### src/rtl/add_mul_mix_pkg.sv
`default_nettype none
// +----------------------------------------------------------------------+
// | add_mul_mix_pkg                                                      |
// | Shared mode/state enums and counter-width helper for add_mul_mix_seq |
// | Rev 1.0                                                              |
// +----------------------------------------------------------------------+
package add_mul_mix_pkg;

   typedef enum logic {
      MUL_SUM = 1'b0,
      SUM_MUL = 1'b1
   } mode_e;

   typedef enum logic [1:0] {
      IDLE = 2'd0,
      MUL0 = 2'd1,
      MUL1 = 2'd2,
      DONE = 2'd3
   } state_e;

   // Bit counter must hold values 0..W.
   function automatic int cnt_width(input int w);
      return $clog2(w + 1);
   endfunction

endpackage
`default_nettype wire

### src/rtl/add_mul_mix_seq_if.sv
`default_nettype none
// +----------------------------------------------------------------------+
// | add_mul_mix_seq_if                                                   |
// | Operand/result handshake bundle; ovf exists with ADD_MUL_MIX_OVF_EN  |
// | Rev 1.0                                                              |
// +----------------------------------------------------------------------+
interface add_mul_mix_seq_if #(
   parameter int W = 4
);
   logic             in_valid;
   logic             in_ready;
   logic             mode;
   logic [W-1:0]     a;
   logic [W-1:0]     b;
   logic [W-1:0]     c;
   logic [W-1:0]     d;
   logic             out_valid;
   logic             out_ready;
   logic [2*W-1:0]   result;
`ifdef ADD_MUL_MIX_OVF_EN
   logic             ovf;

   modport master (
      output in_valid, mode, a, b, c, d, out_ready,
      input  in_ready, out_valid, result, ovf
   );
   modport slave (
      input  in_valid, mode, a, b, c, d, out_ready,
      output in_ready, out_valid, result, ovf
   );
`else
   modport master (
      output in_valid, mode, a, b, c, d, out_ready,
      input  in_ready, out_valid, result
   );
   modport slave (
      input  in_valid, mode, a, b, c, d, out_ready,
      output in_ready, out_valid, result
   );
`endif
endinterface
`default_nettype wire

### src/rtl/add_mul_mix_seq_mul_step.sv
`default_nettype none
// +----------------------------------------------------------------------+
// | seq_mul_step                                                         |
// | One shift-add multiplier iteration; carry_o with ADD_MUL_MIX_OVF_EN  |
// | Rev 1.0                                                              |
// +----------------------------------------------------------------------+
module seq_mul_step #(
   parameter int W  = 4,
   parameter int CW = 3
) (
   input  logic [2*W-1:0] acc_i,
   input  logic [W-1:0]   mcand_i,
   input  logic [W-1:0]   mplr_i,
   input  logic [CW-1:0]  cnt_i,
   output logic [2*W-1:0] acc_o,
`ifdef ADD_MUL_MIX_OVF_EN
   output logic           carry_o,
`endif
   output logic [W-1:0]   mplr_o
);
   logic [2*W-1:0] w_part;

   always_comb begin
      w_part = '0;
      if (mplr_i[0]) begin
         w_part = {{W{1'b0}}, mcand_i} << cnt_i;
      end
   end

`ifdef ADD_MUL_MIX_OVF_EN
   assign {carry_o, acc_o} = {1'b0, acc_i} + {1'b0, w_part};
`else
   assign acc_o = acc_i + w_part;
`endif

   assign mplr_o = mplr_i >> 1;

endmodule
`default_nettype wire

### src/rtl/add_mul_mix_seq.sv
`default_nettype none
// +----------------------------------------------------------------------+
// | add_mul_mix_seq                                                      |
// | Iterative (a+b)*(c+d) / a*b+c*d; ovf port with ADD_MUL_MIX_OVF_EN    |
// | Rev 1.0                                                              |
// +----------------------------------------------------------------------+
module add_mul_mix_seq
   import add_mul_mix_pkg::*;
#(
   parameter int W = 4
) (
   input  logic               clk,
   input  logic               rst,
   add_mul_mix_seq_if.slave   bus
);
   localparam int CW = cnt_width(W);

   state_e           state_q, state_d;
   mode_e            mode_q, mode_d;
   logic [W-1:0]     mcand_q, mcand_d;
   logic [W-1:0]     mplr_q, mplr_d;
   logic [W-1:0]     c_q, c_d;
   logic [W-1:0]     d_q, d_d;
   logic [2*W-1:0]   acc_q, acc_d;
   logic [CW-1:0]    cnt_q, cnt_d;

   logic [2*W-1:0]   w_acc_nxt;
   logic [W-1:0]     w_mplr_nxt;
   logic [W-1:0]     w_sab;
   logic [W-1:0]     w_scd;
   logic             w_last;

`ifdef ADD_MUL_MIX_OVF_EN
   logic             ovf_q, ovf_d;
   logic             w_carry;
   logic             w_cab;
   logic             w_ccd;

   assign {w_cab, w_sab} = {1'b0, bus.a} + {1'b0, bus.b};
   assign {w_ccd, w_scd} = {1'b0, bus.c} + {1'b0, bus.d};
`else
   // Sums wrap at W bits; the carry is intentionally dropped.
   assign w_sab = bus.a + bus.b;
   assign w_scd = bus.c + bus.d;
`endif

   seq_mul_step #(
      .W  (W),
      .CW (CW)
   ) u_step (
      .acc_i   (acc_q),
      .mcand_i (mcand_q),
      .mplr_i  (mplr_q),
      .cnt_i   (cnt_q),
      .acc_o   (w_acc_nxt),
`ifdef ADD_MUL_MIX_OVF_EN
      .carry_o (w_carry),
`endif
      .mplr_o  (w_mplr_nxt)
   );

   assign w_last = (cnt_q == CW'(W - 1));

   always_ff @(posedge clk or posedge rst) begin
      if (rst) begin
         state_q <= IDLE;
         mode_q  <= MUL_SUM;
         mcand_q <= '0;
         mplr_q  <= '0;
         c_q     <= '0;
         d_q     <= '0;
         acc_q   <= '0;
         cnt_q   <= '0;
`ifdef ADD_MUL_MIX_OVF_EN
         ovf_q   <= 1'b0;
`endif
      end else begin
         state_q <= state_d;
         mode_q  <= mode_d;
         mcand_q <= mcand_d;
         mplr_q  <= mplr_d;
         c_q     <= c_d;
         d_q     <= d_d;
         acc_q   <= acc_d;
         cnt_q   <= cnt_d;
`ifdef ADD_MUL_MIX_OVF_EN
         ovf_q   <= ovf_d;
`endif
      end
   end

   always_comb begin
      state_d = state_q;
      mode_d  = mode_q;
      mcand_d = mcand_q;
      mplr_d  = mplr_q;
      c_d     = c_q;
      d_d     = d_q;
      acc_d   = acc_q;
      cnt_d   = cnt_q;
`ifdef ADD_MUL_MIX_OVF_EN
      ovf_d   = ovf_q;
`endif
      case (state_q)
         IDLE: begin
            if (bus.in_valid) begin
               mode_d = mode_e'(bus.mode);
               c_d    = bus.c;
               d_d    = bus.d;
               acc_d  = '0;
               cnt_d  = '0;
               if (bus.mode == SUM_MUL) begin
                  mcand_d = bus.a;
                  mplr_d  = bus.b;
               end else begin
                  mcand_d = w_sab;
                  mplr_d  = w_scd;
               end
`ifdef ADD_MUL_MIX_OVF_EN
               ovf_d = (bus.mode == MUL_SUM) && (w_cab || w_ccd);
`endif
               state_d = MUL0;
            end
         end
         MUL0: begin
            acc_d  = w_acc_nxt;
            mplr_d = w_mplr_nxt;
            cnt_d  = cnt_q + CW'(1);
            if (w_last) begin
               if (mode_q == SUM_MUL) begin
                  mcand_d = c_q;
                  mplr_d  = d_q;
                  cnt_d   = '0;
                  state_d = MUL1;
               end else begin
                  state_d = DONE;
               end
            end
         end
         MUL1: begin
            acc_d  = w_acc_nxt;
            mplr_d = w_mplr_nxt;
            cnt_d  = cnt_q + CW'(1);
`ifdef ADD_MUL_MIX_OVF_EN
            ovf_d  = ovf_q | w_carry;
`endif
            if (w_last) begin
               state_d = DONE;
            end
         end
         DONE: begin
            if (bus.out_ready) begin
               state_d = IDLE;
            end
         end
         default: state_d = IDLE;
      endcase
   end

   assign bus.in_ready  = (state_q == IDLE);
   assign bus.out_valid = (state_q == DONE);
   assign bus.result    = (state_q == DONE) ? acc_q : '0;
`ifdef ADD_MUL_MIX_OVF_EN
   assign bus.ovf       = (state_q == DONE) && ovf_q;
`endif

endmodule
`default_nettype wire

### src/flat_wrapper.sv
// flat-port wrapper written by rule: the top's interface ports become plain ports
module add_mul_mix_seq_flat import add_mul_mix_pkg::*;
#(
   parameter int W = 4
)
  (clk, rst, bus_in_valid, bus_mode, bus_a, bus_b, bus_c, bus_d, bus_out_ready, bus_in_ready, bus_out_valid, bus_result);
  add_mul_mix_seq_if #(.W(W)) bus_i ();
  input  logic clk;
  input  logic rst;
  input wire logic [$bits(bus_i.in_valid)-1:0] bus_in_valid;
  input wire logic [$bits(bus_i.mode)-1:0] bus_mode;
  input wire logic [$bits(bus_i.a)-1:0] bus_a;
  input wire logic [$bits(bus_i.b)-1:0] bus_b;
  input wire logic [$bits(bus_i.c)-1:0] bus_c;
  input wire logic [$bits(bus_i.d)-1:0] bus_d;
  input wire logic [$bits(bus_i.out_ready)-1:0] bus_out_ready;
  output wire logic [$bits(bus_i.in_ready)-1:0] bus_in_ready;
  output wire logic [$bits(bus_i.out_valid)-1:0] bus_out_valid;
  output wire logic [$bits(bus_i.result)-1:0] bus_result;
  assign bus_i.in_valid = bus_in_valid;
  assign bus_i.mode = bus_mode;
  assign bus_i.a = bus_a;
  assign bus_i.b = bus_b;
  assign bus_i.c = bus_c;
  assign bus_i.d = bus_d;
  assign bus_i.out_ready = bus_out_ready;
  assign bus_in_ready = bus_i.in_ready;
  assign bus_out_valid = bus_i.out_valid;
  assign bus_result = bus_i.result;
  add_mul_mix_seq #(.W(W)) u_core (.clk(clk), .rst(rst), .bus(bus_i));
endmodule
### config.mk
export PLATFORM = sky130hd
export DESIGN_NAME = add_mul_mix_seq_flat
export DESIGN_NICKNAME = d
export VERILOG_FILES = /design/src/rtl/add_mul_mix_pkg.sv /design/src/rtl/add_mul_mix_seq_if.sv /design/src/rtl/add_mul_mix_seq_mul_step.sv /design/src/rtl/add_mul_mix_seq.sv /design/src/flat_wrapper.sv
export SDC_FILE = /design/constraint.sdc
export NUM_CORES = 1
export LEC_CHECK = 0
export CORE_ASPECT_RATIO = 1.2
export CORE_MARGIN = 2
export CORE_UTILIZATION = 56
export DETAILED_ROUTE_END_ITERATION = 6
export PLACE_DENSITY_LB_ADDON = 0.12
export SLEW_MARGIN = 0
export SYNTH_ARGS = -nofsm -noshare
export SYNTH_HDL_FRONTEND = slang
export SYNTH_SLANG_ARGS = --single-unit
### constraint.sdc
create_clock -name clk -period 2.8 [get_ports clk]
set_input_delay 0.56 -clock clk [delete_from_list [all_inputs] [get_ports clk]]
set_output_delay 0.56 -clock clk [all_outputs]
set_load 0.01 [all_outputs]
==> metrics.txt, run 1 <==
WP data arrival=~2.8 ns; Hold Slack=between 0.4 and 0.5 ns; HP Class=flop to flop; leakage=1.30 nW; Cell variety after synth=40; Layout Nets=334; Setup TNS=0 ns; area leader, netlist=dfrtp_1; Reg2Reg Depth=10; CTS max path bufs=2; top post-synthesis cells by area=dfrtp_1 (32%), ha_1 (11%), mux2i_1 (5.1%); element type at the critical path start=flop; Crit Path Class=flop to flop; clk sinks=30; largest net degree at the start of global routing=31; status=complete, no violations; Worst setup EP type=flop; Routability Congestion=just over 0.9; core area=3970 µm²; later-pin clock latency in the skew report=about 0.29 ns; hold endpoint=u_core.mplr_q[1]$_DFFE_PP0P_; syn_nets=304; crit-path max FO=9; skew final=between 0.009 and 0.01 ns; FF/Latch Area=approximately 750 µm²; Most common cell on crit path=o211ai_1; CTS Buf Count=5; placed instance area=between 2000 and 3000 µm²; crit-path max cell delay=0.41 ns; DR DRC count=0; hpwl dp=3.97 mm; Cell Rows=25; final core area utilization=70.5%; Post-CTS Hold Buffers=0; first-pass GRT wire length=slightly below 9 mm; syn avg cell area=about 9 µm²; layout cell share with drive strength beyond 1=roughly a tenth; die height=75.0 µm; Max IR drop VDD=0.549 mV; Max Slew Vio Count=0; antenna violations before repair=0; via/cell ratio=between 5 and 6; Crit-path slowest cell=dfrtp_1; starting density of the core=59.2%; fillcell total=341; Max-Cap Viols=0; relative max-transition margin=59.2%; Syn Std Cell Area=2350 µm²; endpoints failing setup=0; commonest cells after routing, fill and taps aside=clkdlybuf4s50_1 (30), dfrtp_1 (30), nand2_1 (26); synthesized netlist cell count=around 260; post-synthesis register bit count=30; Total GRT Usage=24.3%; Multi-input gate area=1500 µm²; DIE WIDTH=~63 µm; reg2reg end=u_core.acc_q[7]$_DFFE_PP0P_; Hold Path Origin=u_core.mplr_q[1]$_DFFE_PP0P_; setup ws final=0.231 ns; vias in the first global route=1867; n_diodes=0; Max Fclk=between 300 and 400 MHz; Critical Path RT=3.04 ns; number of H-tree levels=2; R2R Path Start=u_core.cnt_q[1]$_DFFE_PP0P_; Initial DRC Count=63; Root Buffer Master=clkbuf_8; R2R Setup Slk=0.23 ns; via count=1951; RSZ-0062 raised after global routing=no; Tcrit/Tclk final=91.8%; CTS tree=built; Tmin final=2.57 ns; die area=4730 µm²; total grt overflow=0; Final Instance Area=2800 µm²; dpl ws=about 0.27 ns; Final Hold Viols=0; First-pass DRT Iterations=5; worst slew pin tran=0.605 ns; Critical Path, Cell by Cell=buf_4 -> mux2i_1 -> o21ai_0 -> and3_1 -> ha_1 -> o211ai_1 -> o211ai_1 -> a21oi_1 -> mux2_2 -> nand3_2; I/O pin cnt=31; sequential fraction of the synthesis area=31.9%; Yosys warning total=0; Hold Crit Depth=1; Total Wirelength=approximately 5 mm; area grow syn2layout=19.1%; share of the synthesized area in the top cell type=31.9%; Routed WL per cell=14.9 µm; Worst-path clk slew=0.07 ns; Port Buf Inserts=30; PwrDens=a little under 1000 nW/µm²; Final ANT Viol Nets=0
## stage by stage
stage	total power [mW]	cells
after detailed placement	2.31	336
after CTS	2.69	344
after floorplan	1.90	259
after global routing	2.93	344
final	2.69	344
after global placement	2.27	336
## routing by layer
metal | track usage (%) | share of wire, %
met1 | 28.4 | 42
met2 | 45.0 | 53
met3 | 4.63 | 3.1
met4 | 8.89 | 2.1
met5 | 0 | 0
## flip-flops by register name (all words and copies together) (netlist names)
name and cells:
u_core.d_q 4, u_core.mode_q 1, u_core.c_q 4, u_core.mplr_q 4, u_core.state_q 2, u_core.mcand_q 4
u_core.cnt_q 3, u_core.acc_q 8
## synth_stat cells
master and n:
fa_1 3, a32oi_1 1, o211a_1 1, nand3_2 2
a22oi_1 4, o21a_1 1, nand3b_1 1, nor3b_1 3
clkbuf_1 5, nor3_1 3, nand4b_1 1, xor2_1 4
and3_1 4, xnor2_1 4, a21o_1 8, buf_2 6
mux2_2 10, o311a_1 1, nand2b_1 2, o21ai_2 1
inv_1 15, and2_1 9, mux4_2 1, o221ai_1 1
ha_1 21, o21ai_0 21, mux2i_1 12, nand3_1 5
a32o_1 1, nor2_1 13, dfrtp_1 30, o31ai_1 3
a211oi_1 7, nand2_1 26, nor4b_1 1, nand4_1 2
o21bai_1 1, nor2b_1 12, o211ai_1 2, a21oi_1 11
## how the worst max path moves through the flow
stage	startpoint	to	slack, ns	depth (start not counted)
3_3_place_gp	u_core.cnt_q[1]$_DFFE_PP0P_	u_core.acc_q[7]$_DFFE_PP0P_	0.29	10
3_5_place_dp	u_core.cnt_q[1]$_DFFE_PP0P_	u_core.acc_q[7]$_DFFE_PP0P_	0.27	10
2_1_floorplan	u_core.cnt_q[0]$_DFFE_PP0P_	u_core.acc_q[7]$_DFFE_PP0P_	0.33	10
4_1_cts	u_core.cnt_q[1]$_DFFE_PP0P_	u_core.acc_q[7]$_DFFE_PP0P_	0.26	10
6_report	u_core.cnt_q[1]$_DFFE_PP0P_	u_core.acc_q[7]$_DFFE_PP0P_	0.23	10
5_1_grt	u_core.cnt_q[1]$_DFFE_PP0P_	u_core.acc_q[7]$_DFFE_PP0P_	0.06	10
## report_power, final
group	total, mW	leakage [nW]	internal, mW	switching, mW
registers	0.831	0.377	0.635	0.196
logic	1.49	0.881	0.677	0.812
clock network	0.369	0.0472	0.197	0.172
## cell type report
type	instances	share of cell area, %
Timing Repair Buffer	34	11.8
Clock buffer	6	2.95
Inverter	15	2.01
Sequential cell	30	26.8
Clock inverter	2	0.447
Tap cell	54	2.41
Multi-Input combinational cell	203	53.6
## cells by family after synthesis
family / count (synthesis) / share of synthesized area [%]
simple gates: 84 / 18.5
compound gates: 64 / 17.5
flops: 30 / 31.9
buf+inv: 26 / 4.47
fa+ha+maj: 24 / 13.7
mux: 23 / 10.9
xor+xnor: 8 / 2.98
## timing repair
action | 4_1_cts | 5_1_grt
hold endpoints to repair | 0 | 0
setup buffers | 0 | 0
gates resized for setup | 0 | 1
endpoints found under the setup margin | 0 | 1
## critical path, delay by kind of cell (launching register included)
family	cells	cell delay, ns
compound gates	4	0.74
flops	1	0.41
buf+inv	1	0.20
mux	2	0.55
simple gates	2	0.29
fa+ha+maj	1	0.33
Power figures use the tool's default switching activity.
==> inputs of run 2 (changes only) <==
--- a/config.mk
+++ b/config.mk
@@ -5,6 +5,7 @@
 export SDC_FILE = /design/constraint.sdc
 export NUM_CORES = 1
 export LEC_CHECK = 0
+export ABC_CLOCK_PERIOD_IN_PS = 2800
 export CORE_ASPECT_RATIO = 1.2
 export CORE_MARGIN = 2
 export CORE_UTILIZATION = 56
==> results of run 2 <==
The final DEF is identical to that of run 1; final timing and power are the same.
==> RTL edit 1: new RTL, flow settings as in run 2 <==
Make the reset (`rst`) synchronous in one clocked block.
--- a/src/rtl/add_mul_mix_seq.sv
+++ b/src/rtl/add_mul_mix_seq.sv
@@ -63,3 +63,3 @@
 
-   always_ff @(posedge clk or posedge rst) begin
+   always_ff @(posedge clk) begin
       if (rst) begin
Check against the original RTL: differs if rst is asserted again (counterexample within 4 cycles, from zero or initial values and one cycle with rst high); with rst held inactive, the same outputs for 10 cycles.
==> RTL edit 1 against run 2 <==
- setup slack gained 0.028 ns
- final cell count rose by 6.1%
- routed wire length is 4.5% lower
- power shrank 32%
- area after synthesis shrank 4.9%
- clock skew is 0.0018 ns lower
- clock power decreased by 1%
- critical endpoint is now u_core.acc_q[7]$_SDFFE_PP0P_
- sequential cell count did not move
- critical path type unchanged
- combinational power down 42%
- cell area fell by 5.2%
- critical path depth unchanged
==> RTL edit 1: results (changes against run 2) <==
| Metric | Value |
|---|---|
| Critical Path AT | `2.71 ns (was 2.80 ns)` |
| Slowest stage cell, crit path | `dfxtp_1 (was dfrtp_1)` |
| Detailed-route via count | `2045 (was 1951)` |
| GR Util met3 | `5.14% (was 4.63%)` |
| Worst R2R Start | `u_core.cnt_q[1]$_SDFFE_PP0P_ (was u_core.cnt_q[1]$_DFFE_PP0P_)` |
| Total Routing Usage GR | `24.6% (was 24.3%)` |
| Max FO, Critical Path | `13 (was 9)` |
| Top Family by Delay on Critical Path | `multiplexers (was compound AO/OA/AOI/OAI gates)` |
| Sequential fraction of the synthesis area | `26.9% (was 31.9%)` |
| Hold EP | `u_core.c_q[2]$_SDFFE_PP0P_ (was u_core.mplr_q[1]$_DFFE_PP0P_)` |
| Worst slack at placement | `0.292 ns (was 0.275 ns)` |
| Slew margin rel. | `62.8% (was 59.2%)` |
| Commonest register cell after synthesis | `dfxtp_1 (was dfrtp_1)` |
| Hold path start | `u_core.c_q[2]$_SDFFE_PP0P_ (was u_core.mplr_q[1]$_DFFE_PP0P_)` |
| Outcome | `finished clean (unchanged)` |
| Hold Crit Class | `flip-flop to flip-flop (unchanged)` |
| Portion of netlist area occupied by mux cells | `7.45% (was 10.9%)` |
| Post-synth EDFFs | `0 (unchanged)` |
| Worst Hold Depth | `2 (was 1)` |
| Crit-path max cell delay | `0.59 ns (was 0.41 ns)` |
| Largest net degree at the start of global routing | `20 (was 31)` |
| Htree depth | `2 (unchanged)` |
| VDD IR max | `0.712 mV (was 0.549 mV)` |
| Routed WL per cell | `13.4 µm (was 14.9 µm)` |
| Leak | `0.00111 µW (was 0.00130 µW)` |
| Final HPWL DP | `3880 µm (was 3970 µm)` |
| GR Util met1 | `27.4% (was 28.4%)` |
| Post-Synth XOR/XNOR Area | `3.53% (was 2.98%)` |
| R2R setup slack | `0.26 ns (was 0.23 ns)` |
| Met2 usage | `43.7% (was 45.0%)` |
| Net count after synthesis | `327 (was 304)` |
| Initial DRC count | `99 (was 63)` |
| Compound-Gate Fraction of Synth Area | `19.9% (was 17.5%)` |
| Vias in the first global route | `1927 (was 1867)` |
| Area contributors post-synth | `dfxtp_1, ha_1, nand2_1 (was dfrtp_1, ha_1, mux2i_1)` |
| First-pass GRT wire length | `8320 µm (was 8710 µm)` |
| Post-synth top cells | `nand2_1, nor2_1, dfxtp_1, a21oi_1 (was dfrtp_1, nand2_1, ha_1, o21ai_0, inv_1)` |
| Layout cell share with drive strength beyond 1 | `6.75% (was 9.31%)` |
| Post-synthesis async set-or-reset flop share | `0% (was 100%)` |
| Placed Area | `0.00256 mm² (was 0.00270 mm²)` |
| Gp weighted congestion | `0.836 (was 0.916)` |
| Worst clock skew | `0.00814 ns (was 0.00990 ns)` |
| Final worst path period share | `90.8% (was 91.8%)` |
| Distinct cells, synth | `49 (was 40)` |
| R2R Path End | `u_core.acc_q[7]$_SDFFE_PP0P_ (was u_core.acc_q[7]$_DFFE_PP0P_)` |
-- RTL edit 1: through the flow --
step / utilization, % / cells / hold WS (ns)
finish: 68.5 / 365 / 0.458
global route: 68.5 / 365 / 0.480
global placement: 66.0 / 357 / 0.444
CTS: 68.5 / 365 / 0.459
floorplan: - / 283 / 0.436
detailed placement: 66.0 / 357 / 0.450
-- RTL edit 1: where the power goes --
group | internal [µW] | total, µW | switching, µW
combinational | 368 | 867 | 499
sequential | 512 | 607 | 94.7
clock | 197 | 365 | 168
total | 1080 | 1840 | 761
-- RTL edit 1: final cells by class --
type	instances	area share (%)
Clock buffer	6	3.11
Clock inverter	2	0.471
Inverter	20	2.83
Multi-Input combinational cell	220	56.3
Sequential cell	30	22.6
Tap cell	54	2.54
Timing Repair Buffer	33	12.2
-- RTL edit 1: layer usage --
layer / vias up / part of all wire (%)
li1: 1037 / -
met1: 963 / 42
met2: 36 / 53
met3: 9 / 2.8
met4: 0 / 2.2
met5: - / 0
==> RTL edit 2: new RTL, config.mk and constraints of run 2 <==
Made on the original files. `W` is set to 4 in 4 places; all go to 6.
--- a/src/rtl/add_mul_mix_seq_if.sv
+++ b/src/rtl/add_mul_mix_seq_if.sv
@@ -7,3 +7,3 @@
 interface add_mul_mix_seq_if #(
-   parameter int W = 4
+   parameter int W = 6
 );
--- a/src/rtl/add_mul_mix_seq_mul_step.sv
+++ b/src/rtl/add_mul_mix_seq_mul_step.sv
@@ -7,3 +7,3 @@
 module seq_mul_step #(
-   parameter int W  = 4,
+   parameter int W  = 6,
    parameter int CW = 3
--- a/src/rtl/add_mul_mix_seq.sv
+++ b/src/rtl/add_mul_mix_seq.sv
@@ -9,3 +9,3 @@
 #(
-   parameter int W = 4
+   parameter int W = 6
 ) (
--- a/src/flat_wrapper.sv
+++ b/src/flat_wrapper.sv
@@ -3,3 +3,3 @@
 #(
-   parameter int W = 4
+   parameter int W = 6
 )
Ports: changed (5 resized); port bits go from 31 to 43. The function was not compared with the original's and may differ.
==> RTL edit 2 against run 2 <==
- clock skew is 0.0048 ns lower
- area after synthesis up 39%
- critical endpoint is now u_core.acc_q[10]$_DFFE_PP0P_
- routed wire length is 46% higher
- sequential cell count is 12 higher
- hold slack worse by 0.0041 ns
- count of clock-buffer cells in the layout rose by 1
- utilization is 1.8 points lower
- power grew 37%
- critical path depth unchanged
- global-route usage is 0.80 points higher
- setup slack worse by 0.051 ns
- sequential share of layout area grew 0.26 points
- cell area rose by 39%
==> RTL edit 2: results (changes against run 2) <==
| Metric | Value |
|---|---|
| Outcome | `finished clean (unchanged)` |
| Root Driver | `clkbuf_8 (unchanged)` |
| Slowest stage cell, crit path | `dfrtp_2 (was dfrtp_1)` |
| Vias in the first global route | `2715 (was 1867)` |
| Number of flip-flops in the largest register | `12 (was 8)` |
| Hold path start | `u_core.c_q[1]$_DFFE_PP0P_ (was u_core.mplr_q[1]$_DFFE_PP0P_)` |
| Gp weighted congestion | `0.901 (was 0.916)` |
| Detailed-route via count | `2857 (was 1951)` |
| Nets | `470 (was 334)` |
| Critical Path AT | `2.85 ns (was 2.80 ns)` |
| Top Family by Delay on Critical Path | `compound AO/OA/AOI/OAI gates (unchanged)` |
| Post-Route WL | `7520 µm (was 5140 µm)` |
| Antenna Cells | `0 (unchanged)` |
| Max FO, Critical Path | `9 (unchanged)` |
| Layout cell share with drive strength beyond 1 | `9.27% (was 9.31%)` |
| Hold EP | `u_core.c_q[1]$_DFFE_PP0P_ (was u_core.mplr_q[1]$_DFFE_PP0P_)` |
| Sequential fraction of the synthesis area | `32.1% (was 31.9%)` |
| Pre-antenna DRT Iters | `4 (was 5)` |
| Initial DRC count | `151 (was 63)` |
| Worst Hold Depth | `2 (was 1)` |
| Clock Path Buffers | `2 (unchanged)` |
| Crit-path max cell delay | `0.47 ns (was 0.41 ns)` |
| Area contributors post-synth | `dfrtp_1, ha_1, nand2_1 (was dfrtp_1, ha_1, mux2i_1)` |
| Crit path launch | `u_core.cnt_q[1]$_DFFE_PP0P_ (unchanged)` |
| Number of port buffers | `42 (was 30)` |
| Final HPWL DP | `5910 µm (was 3970 µm)` |
| First-pass GRT wire length | `12700 µm (was 8710 µm)` |
| Largest net degree at the start of global routing | `43 (was 31)` |
| Placed Instances | `481 (was 336)` |
| TritonCTS Buffers | `5 (unchanged)` |
| R2R setup slack | `0.18 ns (was 0.23 ns)` |
| VDD IR max | `0.435 mV (was 0.549 mV)` |
| Worst-path clk slew | `0.08 ns` |
| Initial antenna violation count | `0 (unchanged)` |
| Slew margin rel. | `61.2% (was 59.2%)` |
| Reg2Reg Depth | `10 (unchanged)` |
| Total Routing Usage GR | `25.1% (was 24.3%)` |
| Routed WL per cell | `15.3 µm (was 14.9 µm)` |
| Net count after synthesis | `427 (was 304)` |
| Post-Syn Instances | `367 (was 259)` |
| Worst clock skew | `0.00510 ns (was 0.00990 ns)` |
| Post-synth top cells | `dfrtp_1, nand2_1, o21ai_0, ha_1 (was dfrtp_1, nand2_1, ha_1, o21ai_0, inv_1)` |
| Leak | `0.00169 µW (was 0.00130 µW)` |
| Worst Setup EP | `u_core.acc_q[10]$_DFFE_PP0P_ (was u_core.acc_q[7]$_DFFE_PP0P_)` |
| Distinct cells, synth | `57 (was 40)` |
-- RTL edit 2: cell count changes after synthesis, moves of 4 or more --
| cell | before | now |
|---|---|---|
| a21oi_1 | 11 | 16 |
| a22o_1 | 0 | 5 |
| and2_1 | 9 | 16 |
| dfrtp_1 | 30 | 42 |
| ha_1 | 21 | 28 |
| nand2_1 | 26 | 42 |
| nand3_1 | 5 | 12 |
| nor2b_1 | 12 | 8 |
| o21a_1 | 1 | 5 |
| o21ai_0 | 21 | 31 |
| o22ai_1 | 0 | 4 |
-- RTL edit 2: cell type report --
cell class              count  area, µm²
inverters                  17       63.8
multi-input cells         292       2090
clock buffers               7       76.3
well taps                  80        100
repair buffers             52        508
flip-flops and latches     42       1050
fillers                   476       1780
-- RTL edit 2: through the flow --
step	hold slack [ns]	setup WS, ns	instance area [µm²]
global route	0.509	0.00143	3890
detailed placement	0.475	0.0981	3790
finish	0.490	0.180	3890
global placement	0.460	0.185	3790
floorplan	0.449	0.239	3270
CTS	0.492	0.0741	3860
-- RTL edit 2: worst reg2reg max path: cells and delay by family, from the launching register on --
family,cells,cell delay (ns)
muxes,1,0.13
DFF,1,0.47
buffers and inverters,1,0.16
AOI/OAI and AO/OA,4,0.80
and+or+nand+nor,3,0.73
adders and majority gates,1,0.29
-- RTL edit 2: where the power goes --
group | switching (µW) | total [µW] | internal (µW)
Combinational | 1180 | 2160 | 977
Sequential | 250 | 1140 | 891
Clock | 203 | 375 | 172
Total | 1630 | 3670 | 2040
-- RTL edit 2: per-layer routing --
metal	routed length, µm	up-vias	GRT usage [%]	part of all wire (%)
met3	227	19	3.34	3.0
met2	4040	73	45.2	54
met1	3010	1357	29.9	40
met4	242	0	9.75	3.2
li1	-	1408	-	-
met5	0	-	0	0
-- RTL edit 2: kinds of logic (layout without fill, tap and decap cells) --
family                     after synthesis  in the layout  synth area share [%]
xor gates and xnor gates                12             12                  3.21
and+or+nand+nor                        127            127                  20.5
muxes                                   23             23                  7.49
adders and majority gates               31             31                  12.5
buffers and inverters                   33             76                  4.36
DFF                                     42             42                  32.1
AOI/OAI and AO/OA                       99             99                  19.8
-- RTL edit 2: what timing repair did --
item | in CTS | in global routing
setup endpoints to repair | 0 | 5
setup buffers | 0 | 2
gates resized for setup | 0 | 7
